--- src/rtl/inducer_conditioner.sv ---
// Debounces the two raw inducer lines into a committed r1/r0 pair for the NOR-network stage.
// Optional macro INDUCER_SYNC_EN adds a 2-flop synchronizer per line (otherwise a single capture flop).
module inducer_conditioner #(
  parameter int STABLE_CYCLES = 8,
  parameter int CNT_W         = 8
) (
  input  logic       clk,
  input  logic       rst_n,
  input  logic       raw_r1,
  input  logic       raw_r0,
  input  logic       hold,
  output logic       r1,
  output logic       r0,
  output logic       upd,
  output logic       busy,
  output logic [7:0] n_changes
);

  typedef enum logic {STABLE, SETTLE} state_t;

  localparam logic [CNT_W-1:0] LAST_CNT = CNT_W'(STABLE_CYCLES - 1);

  state_t           state;
  logic [1:0]       cand;
  logic [CNT_W-1:0] cnt;
  logic [1:0]       s;

`ifdef INDUCER_SYNC_EN
  logic [1:0] sync_meta;

  always_ff @(posedge clk or negedge rst_n) begin
    if (!rst_n) begin
      sync_meta <= 2'b00;
      s         <= 2'b00;
    end else begin
      sync_meta <= {raw_r1, raw_r0};
      s         <= sync_meta;
    end
  end
`else
  always_ff @(posedge clk or negedge rst_n) begin
    if (!rst_n) begin
      s <= 2'b00;
    end else begin
      s <= {raw_r1, raw_r0};
    end
  end
`endif

  // r1 and r0 are always written as one pair so the logic stage never sees a mixed combination.
  always_ff @(posedge clk or negedge rst_n) begin
    if (!rst_n) begin
      state     <= STABLE;
      cand      <= 2'b00;
      cnt       <= '0;
      r1        <= 1'b0;
      r0        <= 1'b0;
      upd       <= 1'b0;
      n_changes <= 8'd0;
    end else begin
      upd <= 1'b0;
      case (state)
        STABLE: begin
          if (!hold && (s != {r1, r0})) begin
            if (STABLE_CYCLES == 1) begin
              {r1, r0} <= s;
              upd      <= 1'b1;
              if (n_changes != 8'hff) n_changes <= n_changes + 8'd1;
            end else begin
              cand  <= s;
              cnt   <= CNT_W'(1);
              state <= SETTLE;
            end
          end
        end
        SETTLE: begin
          if (!hold) begin
            if (s == {r1, r0}) begin
              state <= STABLE;
              cnt   <= '0;
            end else if (s != cand) begin
              cand <= s;
              cnt  <= CNT_W'(1);
            end else if (cnt == LAST_CNT) begin
              {r1, r0} <= cand;
              upd      <= 1'b1;
              if (n_changes != 8'hff) n_changes <= n_changes + 8'd1;
              state    <= STABLE;
              cnt      <= '0;
            end else begin
              cnt <= cnt + CNT_W'(1);
            end
          end
        end
        default: state <= STABLE;
      endcase
    end
  end

  assign busy = (state == SETTLE);

endmodule

--- config.mk ---
export PLATFORM = sky130hd
export DESIGN_NAME = inducer_conditioner
export DESIGN_NICKNAME = d
export VERILOG_FILES = /design/src/rtl/inducer_conditioner.sv
export SDC_FILE = /design/constraint.sdc
export NUM_CORES = 1
export LEC_CHECK = 0
export CORE_ASPECT_RATIO = 1.4
export CORE_MARGIN = 1.5
export CORE_UTILIZATION = 45
export CTS_CLUSTER_SIZE = 12
export DETAILED_ROUTE_END_ITERATION = 16
export PLACE_DENSITY = 0.68
export SLEW_MARGIN = 20
export SYNTH_ARGS = -nofsm -noshare
export SYNTH_HDL_FRONTEND = slang
export SYNTH_SLANG_ARGS = --single-unit
--- constraint.sdc ---
create_clock -name clk -period 3.2 [get_ports clk]
set_clock_uncertainty 0.05 [all_clocks]
set_input_delay 0.32 -clock clk [delete_from_list [all_inputs] [get_ports clk]]
set_output_delay 0.32 -clock clk [all_outputs]
set_load 0.01 [all_outputs]
* Word level (Yosys, flattened, before mapping)
Index checks and enable logic that the tools add are counted.
** Word-level totals
- Bits of input ports :: 5
- Word-level logic and storage cells :: 51
- Flip-flop bits (word level) :: 24
- Output and inout port bits :: 12
** Operators by class
- Bitwise operators :: 4
- Equality and inequality tests :: 9
- Add/sub/neg operators :: 2
- Reductions and logical operators :: 6
- Multiplexer cells :: 22
** Operators by type and width (number)
- 2-to-1 mux 8 bit :: 5
- adder 8 x 1 -> 8 bit, second input constant :: 2
- one-hot mux 8 bit (2 select lines) :: 1
- 2-to-1 mux 1 bit :: 10
- equality test 8 x 3 -> 1 bit, second input constant :: 1
- 2-to-1 mux 2 bit :: 4
- != test 8 bit, second input constant :: 1
- != test 2 bit, second input constant :: 3
- AND reduction 6 bit :: 1
- AND reduction 5 bit :: 1
- != test 2 bit :: 2
- NOT 1 bit :: 4
- one-hot mux 2 bit (2 select lines) :: 1
- AND reduction 4 bit :: 1
- equality test 2 bit :: 1
- != test 2 x 1 -> 1 bit, second input constant :: 1
- one-hot mux 1 bit (2 select lines) :: 1
- AND reduction 2 bit :: 1
- logical AND 1 bit :: 1
- zero test 1 bit :: 1

* Logic depth before layout (Yosys ltp)
- Word-level depth :: 6
- Mapped depth :: 6
- Gate-level depth less buffers :: 6

* Worst setup path after synthesis
OpenSTA, ideal clock, no wires.
- Path type :: register to register
- From :: register cnt[3]
- To :: register n_changes[6]
- Required time :: 3.025 ns
- Path buffers :: 0
- Data arrival time :: 1.608 ns
- Cell stages (with the launch flop) :: 7
- Clock period less this slack :: 1.783 ns
- Setup time :: 0.125 ns
- Path slack :: 1.417 ns
- Path through :: dfrtp_1 nor4b_1 and3_2 nand3_4 inv_1 and4_1 mux2_4
** Between the ends
- Longest elaborated chain between the ends :: 2
** Ends and longest elaborated chain
- start, declared :: RTL line 25 : logic [CNT_W-1:0] cnt;
- start signal, assigned :: RTL line 91 : cnt <= cnt + CNT_W'(1);
- equality test 8 x 3 -> 1 bit :: RTL line 84 : end else if (cnt == LAST_CNT) begin
- AND reduction 6 bit (no line)
- end signal, assigned :: RTL line 68 : if (n_changes != 8'hff) n_changes <= n_changes + 8'd1;
- end signal, assigned :: RTL line 87 : if (n_changes != 8'hff) n_changes <= n_changes + 8'd1;
- end, declared :: RTL line 16 : output logic [7:0] n_changes
Every way passes these cells.
A chain may end at the register's enable or synchronous reset.

* Worst setup path in the final report
Same ends and word-level chain as after synthesis.

==> metrics.md <==
| Metric | Value |
|---|---|
| Status | `finished clean` |
| Final core utilization | `0.577` |
| Initial Util | `0.476` |
| Comb power frac | `0.102` |
| Core ar. | `2420 sq um` |
| Worst vdd ir | `0.291 mV` |
| Largest net degree at the start of global routing | `25` |
| Final wirelength | `1990 microns` |
| Syn_nets | `108` |
| Global-route wire length before repair | `3610 microns` |
| Arrival @ worst endpoint | `2.09 ns` |
| Final Max Slew Viols | `0` |
| IO Pins | `17` |
| Die Span Y | `62.8 microns` |
| Sw frac | `0.240` |
| Type of origin of the critical path | `register` |
| WS Path Type | `reg2reg` |
| Final RePlAce weighted congestion | `0.817` |
| Drt first pass iters | `4` |
| CTS Root Cell | `clkbuf_4` |
| Fmax | `517 MHz` |
| I/O Buffers | `16` |
| Count of different cell masters after synthesis | `28` |
| Wire per inst | `12.8 microns` |
| Post-cts resize count | `0` |
| Final Net Count | `130` |
| Endpoints failing hold | `0` |
| Relative slew slack | `0.631` |
| Clock-pin slew on the worst setup and hold paths | `0.13 ns` |
| RSZ-0062 raised after global routing | `false` |
| Buffer levels on the longest clock path | `2` |
| Drt via density | `5.14` |
| DRC | `0` |
| DR iter-0 viols | `10` |
| Fin Hold WS | `0.379 ns` |
| Post-CTS Setup Inserts | `0` |
| Number of non-filler instances in the completed layout | `155` |
| Peak fanout along the critical path | `8` |
| Pwr/cell area | `386 nW/um^2` |
| Clock Power Share | `0.293` |
| Vias in the first global route | `813` |
| Hold Crit Class | `in2reg` |
| DR vias | `796` |
| Register area share after synthesis | `0.522` |
| DP HPWL | `1470 microns` |
| Htree depth | `1` |
| Flop pwr share | `0.604` |
| Clock sinks | `24` |
| Mean post-synth cell area | `11.5 sq um` |
| Yosys Warn Count | `0` |
| Tot Pwr | `0.000538 W` |
| FF+latch count, synth | `24` |
| CTS tree | `done` |
| GRT Total Usage | `0.166` |
| Clk Latency, worst-skew pair | `0.31 ns` |
| Setup TNS | `0 ns` |
| Total global routing overflow | `0` |
| Internal Power | `0.000409 W` |
| Minimum clock period | `1.93 ns` |
| TritonCTS Buffers | `3` |
| Max-Cap Viols | `0` |
| Die Wd | `45.7 microns` |
| Overall die area | `2870 sq um` |
| Final setup violation count | `0` |
| Dpl cells | `150` |
| Fin crit share | `0.604` |
| Critical Path End Type | `register` |
| Detail Route Antenna Nets | `0` |
| Leak pwr | `0.649 nW` |
| Syn Inst Count | `100` |
| Mapped cell area | `1150 sq um` |
| Layout cells sized above 1 | `0.140` |
| Initial antenna violation count | `0` |
| Worst path required time | `3.36 ns` |
| Diodes inserted | `0` |
| Layout Area Growth over Synthesis | `21.2%` |
| Worst-margin pin slew | `0.551 ns` |
| Number of cell rows | `21` |
| P_sw | `0.000129 W` |
-- state kept, by name, summed over array words and instances, names as in the netlist --
| register | cells |
|---|---|
| cnt | 8 |
| cand | 2 |
| r0 | 1 |
| n_changes | 8 |
| r1 | 1 |
| s | 2 |
| upd | 1 |
| busy | 1 |
-- routing by layer --
metal  GRT usage  up-vias  wire length, microns
met2       0.268       14                   995
li1            -      396                     -
met3      0.0318        4                    60
met1       0.218      382                   901
met4      0.0536        0                    31
met5           0        -                     0
-- Yosys cell counts --
cell,n,area [sq um]
a31oi_1,1,6.26
and3_1,4,25.0
inv_1,4,15.0
a22o_1,3,26.3
o21ai_0,1,5.00
nand3_4,1,17.5
mux2_2,6,67.6
xor2_1,12,105
dfrtp_1,24,601
nand2_1,8,30.0
nor2_1,9,33.8
xnor2_1,2,17.5
nor3_2,1,10.0
and4_1,1,8.76
nor4b_1,1,8.76
nand4_1,3,18.8
a21oi_1,4,20.0
nand3_1,2,10.0
nand2b_1,1,6.26
a21boi_0,1,7.51
a21oi_4,1,16.3
and3_2,1,7.51
nor4_1,2,12.5
a41oi_1,1,8.76
a31o_2,1,8.76
mux2_4,1,15.0
ha_1,3,37.5
nor3_1,1,5.00
-- power by group through the flow --
stage	Combinational, W	Clock (W)	Sequential, W
2_1_floorplan	0.0000339	0	0.000329
3_3_place_gp	0.0000546	0	0.000330
3_5_place_dp	0.0000562	0	0.000331
4_1_cts	0.0000562	0.000167	0.000325
5_1_grt	0.0000622	0.000179	0.000328
6_report	0.0000551	0.000158	0.000325
-- placed cells by master (no fill, tap or decap) --
master	n
clkdlybuf4s50_1	15
nand4_1	3
and4_1	1
o21ai_0	1
dlygate4sd3_1	1
a21oi_4	1
ha_1	3
nor4b_1	1
and3_1	4
nand3_1	2
and3_2	1
a21boi_0	1
a21oi_1	4
buf_2	1
nor2_1	9
nor3_2	1
nor4_1	2
mux2_4	1
inv_1	4
nand3_4	1
nand2_1	8
a22o_1	3
clkbuf_4	3
a31oi_1	1
a31o_2	1
clkbuf_8	1
dfrtp_1	24
xnor2_1	2
xor2_1	12
nor3_1	1
mux2_2	6
nand2b_1	1
a41oi_1	1
-- cell type report --
cell class | count | area [sq um]
Clock buffer | 4 | 36.3
Fill cell | 227 | 1020
Inverter | 4 | 15.0
Multi-Input combinational cell | 72 | 536
Sequential cell | 24 | 601
Tap cell | 34 | 42.5
Timing Repair Buffer | 17 | 165
-- worst paths after layout --
kind                                      to  slack, ns  cells after the start         start
max in group asynchronous       n_changes[3]       2.30                      2         rst_n
worst min-delay path                    s[0]       0.38                      1        raw_r0
worst max register to register  n_changes[6]       1.27                      6        cnt[3]
worst max-delay path            n_changes[6]       1.27                      6        cnt[3]
min in group asynchronous             cnt[3]       0.45                      2         rst_n
worst min register to register  n_changes[5]       0.45                      1  n_changes[5]
-- what timing repair did --
item                                    CTS  global route
hold buffers                              0             1
endpoints found under the hold margin     0            24
endpoints found under the setup margin    0             0
-- worst max-delay path, cell delays in order, from the launching register on --
cell and delay (ns):
dfrtp_1 0.43, nor4b_1 0.28, and3_2 0.29, nand3_4 0.13, inv_1 0.13, and4_1 0.22
mux2_4 0.30
-- cells by family after synthesis --
kind of cell	synth area share
AND/OR/NAND/NOR	0.168
flip-flops	0.522
XOR/XNOR	0.107
AO/OA/AOI/OAI	0.0859
multiplexers	0.0717
buffers and inverters	0.0130
adder cells (fa/ha/maj)	0.0326
-- per-stage QoR --
| stage | setup slack [ns] | area [sq um] |
|---|---|---|
| floorplan | 1.42 | 1150 |
| finish | 1.27 | 1400 |
| global placement | 1.19 | 1350 |
| detailed placement | 1.13 | 1350 |
| global route | 1.17 | 1400 |
| CTS | 1.25 | 1390 |
Power figures use the tool's default switching activity.
